==> config.mk <==
export PLATFORM = sky130hd
export DESIGN_NAME = mux4_scan_ctrl
export DESIGN_NICKNAME = d
export VERILOG_FILES = /design/src/rtl/mux4_scan_ctrl.sv
export SDC_FILE = /design/constraint.sdc
export NUM_CORES = 1
export LEC_CHECK = 0
export BUFFER_PORTS_ARGS = -buffer_cell sky130_fd_sc_hd__buf_2
export CORE_MARGIN = 2
export CORE_UTILIZATION = 50
export DETAILED_ROUTE_END_ITERATION = 12
export PLACE_DENSITY_LB_ADDON = 0.2
export SYNTH_ARGS = -nofsm -noshare
export SYNTH_HDL_FRONTEND = slang
export SYNTH_SLANG_ARGS = --single-unit
==> constraint.sdc <==
create_clock -name clk -period 4.3 [get_ports clk]
set_input_delay 0.215 -clock clk [delete_from_list [all_inputs] [get_ports clk]]
set_output_delay 0.215 -clock clk [all_outputs]
set_load 0.05 [all_outputs]
==> src/rtl/mux4_scan_ctrl.sv <==
// Round-robin scan sequencer for a 4:1 single-bit mux. It captures one frame and hands it off with valid/ready.
// Define MUX4_SCAN_CONTINUOUS_EN to make each accepted frame restart the scan.
module mux4_scan_ctrl #(
  parameter int unsigned SETTLE_CYCLES = 2
) (
  input  logic       clk,
  input  logic       rst_n,
  input  logic       start,
  input  logic [3:0] chan_mask,
  input  logic       mux_out,
  output logic       sel0,
  output logic       sel1,
  output logic [3:0] frame,
  output logic       frame_valid,
  input  logic       frame_ready,
  output logic       busy
);

  // state  | meaning
  // IDLE   | waiting for start, outputs hold last frame/select
  // SELECT | select driven, settle counter running, sample on last count
  // HOLD   | frame complete, frame_valid high until accepted
  typedef enum logic [1:0] {IDLE, SELECT, HOLD} state_t;

  localparam logic [3:0] LAST = 4'(SETTLE_CYCLES - 1);

  state_t     state_q, state_d;
  logic [1:0] sel_q, sel_d;
  logic [3:0] cnt_q, cnt_d;
  logic [3:0] mask_q, mask_d;
  logic [3:0] frame_q, frame_d;
  logic       valid_q, valid_d;
  logic       busy_q;
  logic [2:0] nxt, first;

  // Returns {found, index} of the lowest enabled channel at or above 'from'.
  function automatic logic [2:0] find_from(input logic [3:0] m, input logic [2:0] from);
    logic [2:0] r;
    r = 3'b000;
    for (int i = 3; i >= 0; i--)
      if (m[i] && (i >= int'(from))) r = {1'b1, 2'(i)};
    return r;
  endfunction

`ifdef MUX4_SCAN_CONTINUOUS_EN
  logic [2:0] lowest;
  assign lowest = find_from(mask_q, 3'd0);
`endif

  assign nxt   = find_from(mask_q, {1'b0, sel_q} + 3'd1);
  assign first = find_from(chan_mask, 3'd0);

  always_comb begin
    state_d = state_q;
    sel_d   = sel_q;
    cnt_d   = cnt_q;
    mask_d  = mask_q;
    frame_d = frame_q;
    valid_d = valid_q;
    case (state_q)
      IDLE: begin
        if (start) begin
          mask_d  = chan_mask;
          frame_d = 4'b0000;
          if (first[2]) begin
            state_d = SELECT;
            sel_d   = first[1:0];
            cnt_d   = 4'd0;
          end else begin
            state_d = HOLD;
            valid_d = 1'b1;
          end
        end
      end
      SELECT: begin
        if (cnt_q == LAST) begin
          frame_d[sel_q] = mux_out;
          cnt_d          = 4'd0;
          if (nxt[2]) begin
            sel_d = nxt[1:0];
          end else begin
            state_d = HOLD;
            valid_d = 1'b1;
          end
        end else begin
          cnt_d = cnt_q + 4'd1;
        end
      end
      HOLD: begin
        if (valid_q && frame_ready) begin
`ifdef MUX4_SCAN_CONTINUOUS_EN
          frame_d = 4'b0000;
          if (lowest[2]) begin
            state_d = SELECT;
            sel_d   = lowest[1:0];
            cnt_d   = 4'd0;
            valid_d = 1'b0;
          end else begin
            state_d = HOLD;
            valid_d = 1'b1;
          end
`else
          valid_d = 1'b0;
          state_d = IDLE;
`endif
        end
      end
      default: state_d = IDLE;
    endcase
  end

  always_ff @(posedge clk or negedge rst_n) begin
    if (!rst_n) begin
      state_q <= IDLE;
      sel_q   <= 2'b00;
      cnt_q   <= 4'd0;
      mask_q  <= 4'b0000;
      frame_q <= 4'b0000;
      valid_q <= 1'b0;
      busy_q  <= 1'b0;
    end else begin
      state_q <= state_d;
      sel_q   <= sel_d;
      cnt_q   <= cnt_d;
      mask_q  <= mask_d;
      frame_q <= frame_d;
      valid_q <= valid_d;
      busy_q  <= (state_d != IDLE);
    end
  end

  assign sel0        = sel_q[0];
  assign sel1        = sel_q[1];
  assign frame       = frame_q;
  assign frame_valid = valid_q;
  assign busy        = busy_q;

endmodule
==> run summary, run 1 <==
Outcome = completed
Crit-path max FO = 11
Cells after Synth = 99
Detail Route Antenna Nets = 0
Fin Setup TNS = 0 ns
Peak VDD IR = 0.000358 V
Hold endpoint = mask_q[1]
Clock buffer count from CTS = 3
Hold path cells = 2
DR pass1 iterations = 4
Via count = 778
GP Congestion = 0.803
Buffers on Ports = 16
Max Cap Viol = 0
Post-route design area = 1060 um2
Die Ht = 47.1 um
GRT overflow = 0
Leakage = 0.495 nW
Unique masters post-synth = 33
Number of clock sinks = 17
Final Critical Period = 1.75 ns
Synth Area per Inst = 9.39 um2
Num rows = 15
Startpoint Class = flop
PD cells = 801 nW/um2
Hold Crit Class = in -> reg
Post-route clock skew = 0.0125 ns
R2r setup slk = 2.55 ns
DP HPWL = 1390 um
Hold Crit Start = chan_mask[1]
IO Pins = 17
Combinational family with the most area after synthesis = compound AO/OA/AOI/OAI gates
CP peak stage delay = 0.53 ns
Req. time, crit path = 4.48 ns
Chip width = 47.1 um
Post-Route WL = 1890 um
Post-synthesis mux area share = 5.92%
Least-Margin Pin Slew = 0.379 ns
Register bit total from synthesis = 17
R2r worst-path depth = 5
Most common cell after layout, fill and taps aside = dfrtp_1
Vias in the first global route = 665
Adder and majority gate portion of the synthesized area = 2.69%
Setup Buffers After CTS = 0
GRT Util Overall = 18.9%
Vias per cell = 5.56
Syn_nets = 110
ANT cells = 0
Critical R2R Launch = sel_q[1]
Htree depth = 1
Worst Path Class, Setup = reg -> reg
Cts repair resizes = 0
Final setup violation count = 0
Compound-Gate Fraction of Synth Area = 24.8%
Crit-path cells = inv_1 -> a21oi_1 -> o22ai_1 -> a32oi_2 -> mux2_1
Slowest library cell on the worst path = dfrtp_1
Final Cycle Share = 40.7%
RSZ-0062 raised after global routing = false
WP buf/inv = 1
Largest net degree at the start of global routing = 18
Max-slew violation count = 0
Syn Std Cell Area = 930 um2
Placed cell area = 1020 um2
Die area = 2220 um2
Starting density of the core = 53.3%
Root Buffer = clkbuf_4
Ys Warns = 0
Area of the core = 1750 um2
Max Fclk = 572 MHz
WL per Instance = 13.5 um
Drt initial violations = 27
First-pass GRT wire length = 2900 um
Fillers = 168
Family with the most delay on the worst path = compound AO/OA/AOI/OAI gates
Leading cell types in the layout, fill and taps excluded = 17 x dfrtp_1, 16 x buf_2, 14 x o21ai_0
Critical path arrival = 1.93 ns
Synth Area in XOR/XNOR = 0%
CTS tree = built
Hold violation count in the final report = 0
Post-Synth Simple-Gate Area = 16.0%
Worst-case clock buffer depth = 2
Placed Cells = 135
Total chip power = 846 uW
Skew-Pair Late Insertion Delay = 0.30 ns
Post-synthesis sequential area ratio = 45.8%
Area grow syn2layout = 13.6%
FF/Latch Area = 425 um2
Reg2reg end = sel_q[0]
Slew headroom = 74.7%
Worst setup EP type = flop
Multi-input gate area = 459 um2
Clock transition at path regs = 0.11 ns
Initial antenna violation count = 0
Non-Filler Instances = 140
Layout cells sized above 1 = 23.5%
DRC violations left = 0
Final nets = 127
==> synth_stat cells <==
library cell / instances / area share, %
nand3_1: 1 / 0.54
nor2b_1: 2 / 1.3
a32oi_2: 1 / 1.8
ha_1: 2 / 2.7
o22ai_1: 1 / 0.67
nor3b_2: 1 / 1.3
mux2i_1: 1 / 1.1
or4_4: 1 / 1.2
a21oi_1: 10 / 5.4
a21o_1: 2 / 1.6
o31ai_1: 3 / 2.4
mux2_2: 3 / 3.6
nand2b_1: 3 / 2.0
nor2_1: 4 / 1.6
nand2_1: 8 / 3.2
a221oi_1: 1 / 0.94
or2_1: 1 / 0.67
o2bb2ai_1: 1 / 0.94
nor3_1: 1 / 0.54
o21a_1: 1 / 0.81
mux2_1: 1 / 1.2
o21ai_0: 14 / 7.5
o221a_2: 1 / 1.2
a31oi_1: 1 / 0.67
nor4_1: 1 / 0.67
nand4_1: 2 / 1.3
dfrtp_1: 17 / 46
nand3b_1: 1 / 0.81
inv_1: 6 / 2.4
and2_1: 1 / 0.67
buf_2: 3 / 1.6
a211oi_1: 1 / 0.81
clkbuf_1: 2 / 0.81
==> metal layers <==
layer / vias up / wire (um) / global-route usage (%) / part of all wire (%)
met5: - / 0 / 0 / 0
li1: 390 / - / - / -
met4: 0 / 33 / 8.33 / 1.7
met2: 15 / 850 / 29.0 / 45
met3: 2 / 53 / 2.31 / 2.8
met1: 371 / 950 / 26.7 / 50
==> logic make-up after synthesis <==
group,Yosys count
fa+ha+maj,2
compound gates,37
mux,5
buf+inv,11
simple gates,27
flops,17
==> area by class of cell <==
class,count,area share [%]
multi-input cells,71,43.5
flip-flops and latches,17,40.3
repair buffers,17,8.53
well taps,25,2.96
clock buffers,3,2.13
inverters,6,2.13
clock inverters,1,0.474
==> stage by stage <==
step	hold WS [ns]	utilization [%]	worst slack (ns)
after floorplan	-0.0806	-	2.36
after global placement	0.153	58.4	2.58
after detailed placement	0.159	58.4	2.57
after CTS	0.193	60.5	2.56
after global routing	0.209	60.5	2.40
final	0.199	60.5	2.55
==> worst register-to-register path, stage by stage, from the launching register on <==
cell	delay [ns]
dfrtp_1	0.53
inv_1	0.16
a21oi_1	0.20
o22ai_1	0.12
a32oi_2	0.29
mux2_1	0.35
==> worst max path at each step <==
stage	startpoint	to	slack, ns	cells after the start
6_report	sel_q[1]	sel_q[0]	2.55	5
5_1_grt	sel_q[1]	sel_q[0]	2.40	5
4_1_cts	sel_q[1]	sel_q[0]	2.56	5
3_5_place_dp	sel_q[1]	sel_q[0]	2.57	5
3_3_place_gp	sel_q[1]	sel_q[0]	2.58	5
2_1_floorplan	sel_q[1]	sel_q[0]	2.36	6
==> repair_timing <==
item,in CTS,in global routing
hold buffers,1,0
setup endpoints to repair,0,0
hold endpoints to repair,17,0
==> flip-flops by register name (all words and copies together), names as in the netlist <==
name and flops:
cnt_q 4, frame 4, mask_q 3, sel_q 2, state_q 2, busy 1
frame_valid 1
==> power breakdown <==
| part | total (mW) | switching, mW | internal, mW |
|---|---|---|---|
| sequential | 0.307 | 0.0804 | 0.227 |
| clock | 0.0882 | 0.0535 | 0.0347 |
| combinational | 0.450 | 0.295 | 0.155 |
| total | 0.846 | 0.429 | 0.417 |
No activity file was read; power rests on OpenSTA's default activity.
==> run 2: changes to the inputs <==
- CORE_UTILIZATION: 50 -> 48
- clock period: 4.3 -> 1.6 ns (I/O delays scaled with it)
==> run summary, run 2 (synthesized netlist as in run 1, its figures left out) <==
Outcome = completed
First-pass GRT wire length = 3240 um
Multi-input gate area = 490 um2
Chip width = 48.0 um
M1 WL = 979 um
R2r setup slk = 0.04 ns
R2r worst-path depth = 5
Final core utilization = 65.0%
Area grow syn2layout = 24.6%
Max-slew violation count = 0
Clock buffer count from CTS = 3
Layout cells sized above 1 = 33.9%
Top Metal Used = met4
DRC violations left = 0
Reg2reg end = sel_q[0]
Leakage = 0.540 nW
Skew-Pair Late Insertion Delay = 0.29 ns
PD cells = 2230 nW/um2
Clock transition at path regs = 0.10 ns
Final setup violation count = 0
DR pass1 iterations = 5
Via count = 822
Final Cycle Share = 97.7%
CP startpoint = cnt_q[0]
Final nets = 136
RSZ-0062 raised after global routing = true
Most common cell after layout, fill and taps aside = buf_2
Peak VDD IR = 0.00110 V
WL per Instance = 13.3 um
CTS tree = built
Post-route clock skew = 0.00512 ns
Die Ht = 48.0 um
Critical R2R Launch = cnt_q[0]
Detail Route Antenna Nets = 0
Max Cap Viol = 0
Hold violation count in the final report = 0
Largest net degree at the start of global routing = 18
Vias in the first global route = 724
Worst-case clock buffer depth = 2
Slew headroom = 73.6%
Initial antenna violation count = 0
Met2 wire length = 892 um
Post-Route WL = 1990 um
Leading cell types in the layout, fill and taps excluded = 16 x buf_2, 15 x dfrtp_1, 11 x o21ai_0
Buffers on Ports = 16
Die area = 2300 um2
Total chip power = 2.58 mW
GRT overflow = 0
Least-Margin Pin Slew = 0.393 ns
Max Fclk = 640 MHz
Req. time, crit path = 1.79 ns
Fillers = 157
Htree depth = 1
Worst Hold Slack = 0.0711 ns
Starting density of the core = 52.1%
FF/Latch Area = 428 um2
Crit-path max FO = 6
Vias per cell = 5.52
GRT Util Overall = 20.7%
Worst setup path end = sel_q[0]
Number of clock sinks = 17
Final Critical Period = 1.56 ns
Drt initial violations = 16
Area of the core = 1780 um2
Worst setup EP type = flop
DP HPWL = 1470 um
Hold Crit Class = in -> reg
Worst Path Class, Setup = reg -> reg
IO Pins = 17
Root Buffer = clkbuf_4
GP Congestion = 0.828
Critical path arrival = 1.75 ns
Num rows = 15
ANT cells = 0
Startpoint Class = flop
Met3 routed WL = 71 um
## run 2: cell count changes in the layout (fill, tap and decap cells not counted), moves of 2 or more
cell	change
dfrtp_1	-2
dfrtp_2	+2
o21ai_1	+2
buf_4	+9
o21ai_0	-3
## run 2: how the worst min path moves through the flow
stage / from / to / cells past startpoint
after detailed placement: rst_n / cnt_q[0] / 1
after global placement: rst_n / cnt_q[0] / 1
final: chan_mask[3] / mask_q[3] / 2
after global routing: chan_mask[3] / mask_q[3] / 2
after floorplan: rst_n / busy / 0
after CTS: chan_mask[3] / mask_q[3] / 2
## run 2: metrics by stage
stage / area (um2) / instances / setup WS [ns] / setup TNS, ns
after floorplan: 945 / 99 / -0.0455 / -0.0455
after global placement: 1080 / 142 / 0.0629 / 0
after detailed placement: 1080 / 142 / 0.0177 / 0
after CTS: 1120 / 147 / 0.0119 / 0
after global routing: 1160 / 149 / -0.0195 / -0.0334
final: 1160 / 149 / 0.0368 / 0
## run 2: routing by layer
metal	vias up	GRT usage, %
li1	407	-
met1	392	27.9
met2	18	32.3
met3	5	3.40
met4	0	9.73
met5	-	0
## run 2: layout make-up
class | instances | area share (%)
Multi-Input combinational cell | 71 | 42.3
Tap cell | 25 | 2.70
Inverter | 6 | 2.16
Timing Repair Buffer | 26 | 13.6
Clock buffer | 4 | 2.27
Sequential cell | 17 | 36.9
## run 2: report_power, final
part	switching, mW	internal [mW]
logic	0.932	0.625
registers	0.180	0.616
clock network	0.133	0.0970
## run 2: repair_timing
item,4_1_cts,5_1_grt
endpoints found under the hold margin,17,0
hold buffers,1,0
setup endpoints to repair,0,8
setup buffers,0,2
gates resized for setup,0,8
## run 2: worst max-delay path, stage by stage, from the launching register on
cell and delay, ns:
dfrtp_1 0.40, ha_1 0.20, nor3b_4 0.16, buf_4 0.14, a32oi_4 0.24, mux2_4 0.32
==> run 3: changes to the inputs <==
==> constraint.sdc (replaced) <==
create_clock -name clk -period 1.6 [get_ports clk]
set_input_delay 0.32 -clock clk [delete_from_list [all_inputs] [get_ports clk]]
set_output_delay 0.32 -clock clk [all_outputs]
set_load 0.05 [all_outputs]
==> run summary, run 3 (synthesized netlist as in run 1, its figures left out) <==
First-pass GRT wire length = 3430 um
Clock buffer count from CTS = 3
Leakage = 0.567 nW
Worst-case clock buffer depth = 2
Max Cap Viol = 0
Crit-path max FO = 6
Crit-path cells = ha_1 -> nor3b_2 -> buf_4 -> a32oi_4 -> mux2_4
Die area = 2300 um2
Slowest library cell on the worst path = dfrtp_1
M1 WL = 958 um
Hold violation count in the final report = 0
DRC violations left = 0
Sw Pwr = 1.26 mW
Register share of total power = 31.2%
Number of clock sinks = 17
Layout cells sized above 1 = 35.2%
Switching share of power = 48.5%
Fillers = 144
Power Internal = 1.33 mW
Final Cycle Share = 97.7%
GRT Util Overall = 21.4%
Final core utilization = 66.5%
Reg2reg end = sel_q[0]
Final setup violation count = 0
Detail Route Antenna Nets = 0
Req. time, crit path = 1.78 ns
Area of the core = 1780 um2
GP Congestion = 0.794
RSZ-0062 raised after global routing = true
Top Metal Used = met4
Worst setup EP type = flop
Worst setup path end = sel_q[0]
Initial antenna violation count = 0
Hold Crit Class = in -> reg
Largest net degree at the start of global routing = 18
Max Fclk = 640 MHz
DR pass1 iterations = 4
Vias per cell = 5.52
Critical Path Stages = 5
CTS tree = built
Gate power share = 59.8%
Family with the most delay on the worst path = flip-flops
Met2 wire length = 954 um
Least-Margin Pin Slew = 0.386 ns
ANT cells = 0
Power share of the clock group = 9.1%
Worst Path Class, Setup = reg -> reg
Met3 routed WL = 98 um
Vias in the first global route = 780
Buffers on Ports = 16
Critical R2R Launch = cnt_q[0]
PD cells = 2180 nW/um2
Setup Buffers After CTS = 0
Htree depth = 1
R2r worst-path depth = 5
Max-slew violation count = 0
Leading cell types in the layout, fill and taps excluded = 16 x buf_2, 15 x dfrtp_1, 13 x buf_4
Skew-Pair Late Insertion Delay = 0.29 ns
GRT overflow = 0
Chip width = 48.0 um
Startpoint Class = flop
CP peak stage delay = 0.39 ns
Outcome = completed
CP startpoint = cnt_q[0]
Via count = 844
Die Ht = 48.0 um
DP HPWL = 1550 um
Drt initial violations = 14
Root Buffer = clkbuf_4
Area grow syn2layout = 27.6%
Final nets = 140
Peak VDD IR = 0.00139 V
Final Critical Period = 1.56 ns
Most common cell after layout, fill and taps aside = buf_2
Post-Route WL = 2030 um
Clock transition at path regs = 0.11 ns
Setup WS post-layout = 0.0375 ns
WP buf/inv = 1
Starting density of the core = 52.1%
Pre-CTS setup slack = -0.0793 ns
R2r setup slk = 0.04 ns
Num rows = 15
IO Pins = 17
Post-route clock skew = 0.00619 ns
Slew headroom = 74.3%
WL per Instance = 13.3 um
Critical path arrival = 1.74 ns
-- run 3: cell count changes in the layout (fill, tap and decap cells not counted), sizes merged --
cell | before | now
clkbuf | 4 | 3
clkinv | 0 | 1
buf | 25 | 29
-- run 3: area by class of cell --
cell class              count  area, um2  share of cell area (%)
clock buffers               3       22.5                    1.90
clock inverters             1       5.00                   0.422
inverters                   6       25.0                    2.11
multi-input cells          71        487                    41.0
flip-flops and latches     17        428                    36.1
well taps                  25       31.3                    2.64
repair buffers             30        188                    15.8
-- run 3: repair_timing --
| action | in CTS | in global routing |
|---|---|---|
| setup endpoints to repair | 0 | 3 |
| endpoints found under the hold margin | 17 | 0 |
| hold buffers | 1 | 0 |
| gates resized for setup | 0 | 7 |
-- run 3: through the flow --
stage	setup TNS (ns)	hold slack, ns	cell area, um2	power [mW]	instances
after floorplan	-0.0455	0.0244	945	1.83	99
after global placement	-0.0889	0.259	1120	2.22	148
after detailed placement	-0.258	0.270	1120	2.26	148
after CTS	0	0.320	1160	2.50	153
after global routing	-0.0126	0.340	1190	2.80	153
final	0	0.327	1190	2.59	153
-- run 3: power by group through the flow --
stage	sequential (mW)	combinational, mW	clock [mW]
3_3_place_gp	0.802	1.42	0
6_report	0.807	1.55	0.235
3_5_place_dp	0.810	1.45	0
2_1_floorplan	1.02	0.808	0
5_1_grt	0.843	1.69	0.264
4_1_cts	0.800	1.46	0.240
-- run 3: how the worst min path moves through the flow --
| stage | start | to | slack (ns) | cells past startpoint |
|---|---|---|---|---|
| after floorplan | rst_n | busy | 0.02 | 0 |
| after global placement | rst_n | cnt_q[2] | 0.26 | 1 |
| after detailed placement | rst_n | cnt_q[2] | 0.27 | 1 |
| after CTS | chan_mask[1] | mask_q[1] | 0.32 | 2 |
| after global routing | chan_mask[1] | mask_q[1] | 0.34 | 2 |
| final | chan_mask[1] | mask_q[1] | 0.33 | 2 |
-- run 3: routing by layer --
| metal | global-route usage [%] | vias to the layer above |
|---|---|---|
| li1 | - | 420 |
| met1 | 29.4 | 397 |
| met2 | 33.3 | 25 |
| met3 | 4.53 | 2 |
| met4 | 7.03 | 0 |
| met5 | 0 | - |
-- run 3: worst reg2reg max path, delay by kind of cell, from the launching register on --
kind | cells | cell delay (ns)
muxes | 1 | 0.32
and+or+nand+nor | 1 | 0.15
adders and majority gates | 1 | 0.19
buffers and inverters | 1 | 0.16
AOI/OAI and AO/OA | 1 | 0.24
DFF | 1 | 0.39
